## config.mk

```make
export PLATFORM = sky130hd
export DESIGN_NAME = sim_video_sink
export DESIGN_NICKNAME = d
export VERILOG_FILES = /design/src/rtl/sim_video_pkg.sv /design/src/rtl/video_pos_cnt.sv /design/src/rtl/sim_video_sink.sv
export SDC_FILE = /design/constraint.sdc
export NUM_CORES = 1
export LEC_CHECK = 0
export ABC_AREA = 1
export ABC_CLOCK_PERIOD_IN_PS = 2200
export BUFFER_PORTS_ARGS = -buffer_cell sky130_fd_sc_hd__buf_2
export CAP_MARGIN = 20
export CORE_UTILIZATION = 40
export CTS_BUF_LIST = sky130_fd_sc_hd__clkbuf_4
export DETAILED_ROUTE_END_ITERATION = 6
export PLACE_DENSITY = 0.56
export REMOVE_ABC_BUFFERS = 1
export SETUP_SLACK_MARGIN = 0.05
export SYNTH_ARGS = -nofsm -noshare
export SYNTH_HDL_FRONTEND = slang
export SYNTH_SLANG_ARGS = --single-unit
```

## constraint.sdc

```tcl
create_clock -name clk -period 2.2 [get_ports clk]
set_input_delay 0.11 -clock clk [delete_from_list [all_inputs] [get_ports clk]]
set_output_delay 0.11 -clock clk [all_outputs]
set_load 0.02 [all_outputs]
```

## src/rtl/sim_video_pkg.sv

```systemverilog
// Definitions shared by the simulated video stream source and sink:
// frame geometry defaults, FSM encoding and the pixel test pattern.
package sim_video_pkg;

   localparam int unsigned H_PIX_DEF   = 16;
   localparam int unsigned V_LINES_DEF = 10;
   localparam int unsigned PIX_W       = 8;

   typedef enum logic [1:0] {
      StIdle  = 2'd0,
      StRecv  = 2'd1,
      StStall = 2'd2,
      StDone  = 2'd3
   } state_e;

   // Payload carried by the pixel at column ex, line ey.
   function automatic logic [PIX_W-1:0] pix_pattern(input logic [15:0] ex,
                                                    input logic [15:0] ey);
      return {ey[3:0], ex[3:0]};
   endfunction

endpackage

```

## src/rtl/video_pos_cnt.sv

```systemverilog
// Raster position tracker: column/line counters with wrap and an
// end-of-frame flag. Used by both the stream source and the sink.
module video_pos_cnt
   import sim_video_pkg::*;
#(
   parameter int unsigned H_PIX   = H_PIX_DEF,
   parameter int unsigned V_LINES = V_LINES_DEF
) (
   input  logic        clk,
   input  logic        rstn,
   input  logic        clr,
   input  logic        adv,
   output logic [15:0] ex,
   output logic [15:0] ey,
   output logic        at_last
);

   logic [15:0] ex_q, ey_q;
   logic        x_wrap, y_wrap;

   assign x_wrap = (ex_q == 16'(H_PIX - 1));
   assign y_wrap = (ey_q == 16'(V_LINES - 1));

   always_ff @(posedge clk or negedge rstn) begin
      if (!rstn) begin
         ex_q <= '0;
         ey_q <= '0;
      end else if (clr) begin
         ex_q <= '0;
         ey_q <= '0;
      end else if (adv) begin
         if (x_wrap) begin
            ex_q <= '0;
            ey_q <= y_wrap ? 16'd0 : ey_q + 16'd1;
         end else begin
            ex_q <= ex_q + 16'd1;
         end
      end
   end

   assign ex      = ex_q;
   assign ey      = ey_q;
   assign at_last = x_wrap && y_wrap;

endmodule

```

## src/rtl/sim_video_sink.sv

```systemverilog
// Simulation video sink: accepts one frame per start, checks payload and
// end-of-frame placement against the raster pattern, throttles with stalls.
module sim_video_sink
   import sim_video_pkg::*;
#(
   parameter int unsigned H_PIX     = H_PIX_DEF,
   parameter int unsigned V_LINES   = V_LINES_DEF,
   parameter int unsigned STALL_CYC = 2
) (
   input  logic             clk,
   input  logic             rstn,
   input  logic             start,
   input  logic [PIX_W-1:0] vtdata,
   input  logic             vtvalid,
   input  logic             vtlast,
   output logic             vtready,
   output logic             busy,
   output logic             frame_done,
   output logic [15:0]      pix_cnt,
   output logic [15:0]      err_data,
   output logic             err_last
);

   state_e      state_q, state_d;
   logic [15:0] stall_q, stall_d;
   logic        ready_q;
   logic [15:0] pix_cnt_q, err_data_q;
   logic        err_last_q;
   logic        arm, hs;
   logic [15:0] ex, ey;
   logic        at_last;

   assign arm = (state_q == StIdle) && start;
   assign hs  = vtvalid && ready_q;

   video_pos_cnt #(
      .H_PIX   (H_PIX),
      .V_LINES (V_LINES)
   ) u_pos (
      .clk     (clk),
      .rstn    (rstn),
      .clr     (arm),
      .adv     (hs),
      .ex      (ex),
      .ey      (ey),
      .at_last (at_last)
   );

   always_comb begin
      state_d = state_q;
      stall_d = stall_q;
      unique case (state_q)
         StIdle:  if (start) state_d = StRecv;
         StRecv: begin
            if (hs) begin
               if (vtlast) begin
                  state_d = StDone;
               end else if (STALL_CYC != 0) begin
                  state_d = StStall;
                  stall_d = 16'(STALL_CYC - 1);
               end
            end
         end
         StStall: begin
            if (stall_q == 16'd0) state_d = StRecv;
            else                  stall_d = stall_q - 16'd1;
         end
         StDone:  state_d = StIdle;
         default: state_d = StIdle;
      endcase
   end

   always_ff @(posedge clk or negedge rstn) begin
      if (!rstn) begin
         state_q    <= StIdle;
         stall_q    <= '0;
         ready_q    <= 1'b0;
         pix_cnt_q  <= '0;
         err_data_q <= '0;
         err_last_q <= 1'b0;
      end else begin
         state_q <= state_d;
         stall_q <= stall_d;
         // Ready is registered from the next state so it is high exactly in RECV.
         ready_q <= (state_d == StRecv);
         if (arm) begin
            pix_cnt_q  <= '0;
            err_data_q <= '0;
            err_last_q <= 1'b0;
         end else if (hs) begin
            pix_cnt_q <= pix_cnt_q + 16'd1;
            if ((vtdata != pix_pattern(ex, ey)) && (err_data_q != 16'hFFFF)) begin
               err_data_q <= err_data_q + 16'd1;
            end
            if (vtlast != at_last) err_last_q <= 1'b1;
         end
      end
   end

   assign vtready    = ready_q;
   assign busy       = (state_q != StIdle);
   assign frame_done = (state_q == StDone);
   assign pix_cnt    = pix_cnt_q;
   assign err_data   = err_data_q;
   assign err_last   = err_last_q;

endmodule

```

==> results.cfg <==
[sta]
skew_ns = 0.01855
worst_slack_ns = 0.2808
relSlewSlack_pct = 61.95
hold_violations = 0
slew_violations = 0
min_period_ns = 1.919
fin_crit_sh_pct = 87.24
rsz0062_at_grt = false
worst_pin_slew_ns = 0.5687
finalSetupViolCount = 0
fmax_mhz = 521.1

[drt]
drc_errors = 0
detail_route.vias_per_cell = 4.961
vias = 5179
antenna_left = 0
drtIter0Drc = 306
firstDrtPassIters = 5
wire_per_inst_um = 12.95
routed_wl_mm = 13.52

[pwr]
ir_worst_vdd_mv = 0.7057
power_density_mw_per_mm2 = 961.5
leakage_nw = 3.085

[critical_path]
crit_fanout = 23
cp_cell_sequence = ha_1 > nand3_1 > inv_1 > nand3b_1 > nor2_2 > o21ai_4 > o21ai_0 > nor2_1
cpPeakStageDelay_ns = 0.46
startpoint_type = flip-flop
startpoint = u_pos.ex[0]
crit_buf_inv = 1
cp-end-kind = flip-flop
r2r_slack_ns = 0.28
cp_top_family = compound AO/OA/AOI/OAI gates
worst_ep_arrival_time_ns = 2.32
cp.required_ns = 2.60
path_class = flip-flop to flip-flop
r2r-start = u_pos.ex[0]
worst_path_max_delay_cell = o21ai_4

[cts]
cts_max_level = 3
clock_path_buffers = 2
cts_root_buffer = clkbuf_4
cts_post_setup_buffers_inserted = 0
cts_tree = built
clkTransAtPathRegs_ns = 0.13
numCtsBuffers = 9
clock_latency_ns = 0.46
cts_sinks = 84

[logic_synthesis]
synth_seq_cells = 84
syn-mean-instance-area_um2 = 6.802
synth_top_family_by_area = simple AND/OR/NAND/NOR gates
synth_xor_area_share_pct = 4.418
synth_compound_area_share_pct = 6.673
synthesis.area_mm2 = 0.005550
synth_cell_types = 40
synthMuxAreaShare_pct = 0
synth_cells = 816
yosysWarnings = 0
yosysSeqAreaShare_pct = 37.87
synth_simple_gate_area_share_pct = 40.26
synth_fa_ha_area_share_pct = 1.578

[layout]
final_nets = 882
final_common_cell = nand2_1
finalInstanceArea_mm2 = 0.006078
final_cell_mix = nand2_1, nor2_1, inv_1, dfrtp_1, nand3_1
final_layout_size_suffix_gt1_share_pct = 12.00
syn_to_final_growth_pct = 9.513

[global_routing]
grt_use_total_pct = 20.25
grt_pass1_vias = 4838
gr-total-overflow = 0
grt_max_degree = 55
grt_pass1_wl_mm = 23.26
antenna_found_initial = 1

[placement]
port_buffers = 48
gp_congestion = 0.9074
dp_slack_ns = 0.04573
placed_area_mm2 = 0.005937
dp_hpwl_mm = 9.799

[floorplan]
die_h_um = 119.8
io-pin-count = 49
die-area_mm2 = 0.01435
start_util_pct = 41.42
die_w_um = 119.8
fp.coreArea_mm2 = 0.01340
rows = 42

[worst_hold_path]
hp-class = input pin to flip-flop
hold_path.startpoint = vtvalid

[status]
outcome = finished clean

[run]
max-cap-violations = 0
cell families after synthesis:
kind of cell	count (synthesis)
buffers and inverters	119
AND/OR/NAND/NOR	515
flip-flops	84
XOR/XNOR	28
AO/OA/AOI/OAI	63
adder cells (fa/ha/maj)	7
state kept, by name (all words and copies together), names as in the netlist:
register / count
err_data: 16
err_last: 1
pix_cnt: 16
stall_q: 16
state_q: 2
u_pos.ex: 16
u_pos.ey: 16
vtready: 1
cell type report:
| type | instances | area (um2) |
|---|---|---|
| tap | 176 | 220.2 |
| sequential | 84 | 2102 |
| clock inverter | 3 | 13.76 |
| fill | 1383 | 7322 |
| antenna | 1 | 2.502 |
| multi-input combinational | 613 | 2945 |
| clock buffer | 13 | 97.59 |
| inverter | 97 | 369.1 |
| timing repair buffer | 57 | 327.8 |
synth_stat cells (all sizes together):
cell type,count,share of area [%]
o22ai,2,0.23
nand3,78,7.4
a21o,1,0.14
nor3,26,2.4
o31ai,1,0.14
xnor2,6,0.95
nand2,253,18
clkinv,1,0.16
nand4,23,2.6
nor2,125,8.9
a211oi,1,0.14
ha,7,1.6
a31oi,2,0.23
clkbuf,5,0.36
inv,96,6.5
nor3b,3,0.50
nand3b,4,0.54
dfrtp,84,38
o21bai,2,0.27
or2,2,0.23
xor2,22,3.5
a21oi,14,1.3
o21ai,40,4.3
buf,17,2.2
nor4,1,0.11
where the power goes:
part	internal, W	switching, W	leakage [nW]	total [W]
clock	0.000278	0.000544	0.0692	0.000822
combinational	0.000923	0.00189	1.87	0.00282
sequential	0.00183	0.000379	1.15	0.00221
layer usage:
layer	GRT usage [%]	vias to the layer above	part of all wire, %
met5	0	-	0
li1	-	2684	-
met3	4.943	4	4.3
met1	26.80	2399	47
met2	33.16	92	48
met4	4.844	0	0.57
worst min-delay path: cells and delay by family:
family                 cells  cell delay (ns)
AO/OA/AOI/OAI              1             0.09
buffers and inverters      2             0.15
AND/OR/NAND/NOR            1             0.18
worst paths after layout:
check,endpoint,depth (start not counted)
worst max-delay path,u_pos.ex[11],8
worst min-delay path,pix_cnt[1],4
worst max register to register,u_pos.ex[11],8
worst min register to register,u_pos.ey[14],2
max in group asynchronous,stall_q[2],3
min in group asynchronous,u_pos.ey[7],2
through the flow:
stage / TNS, ns / cells / total power (W) / util (%) / hold slack, ns
floorplan: -2.813 / 794 / 0.004229 / - / -0.1856
global placement: 0 / 1025 / 0.005020 / 44.30 / 0.08837
detailed placement: 0 / 1025 / 0.005058 / 44.30 / 0.09825
CTS: 0 / 1043 / 0.005917 / 45.34 / 0.05939
global route: 0 / 1044 / 0.006412 / 45.36 / 0.08549
finish: 0 / 1044 / 0.005844 / 45.36 / 0.1021
what timing repair did:
item                       4_1_cts  5_1_grt
gates resized for setup          1        0
hold endpoints to repair        52        0
setup endpoints to repair        2        0
hold buffers                     2        0
No activity file was read; power rests on OpenSTA's default activity.
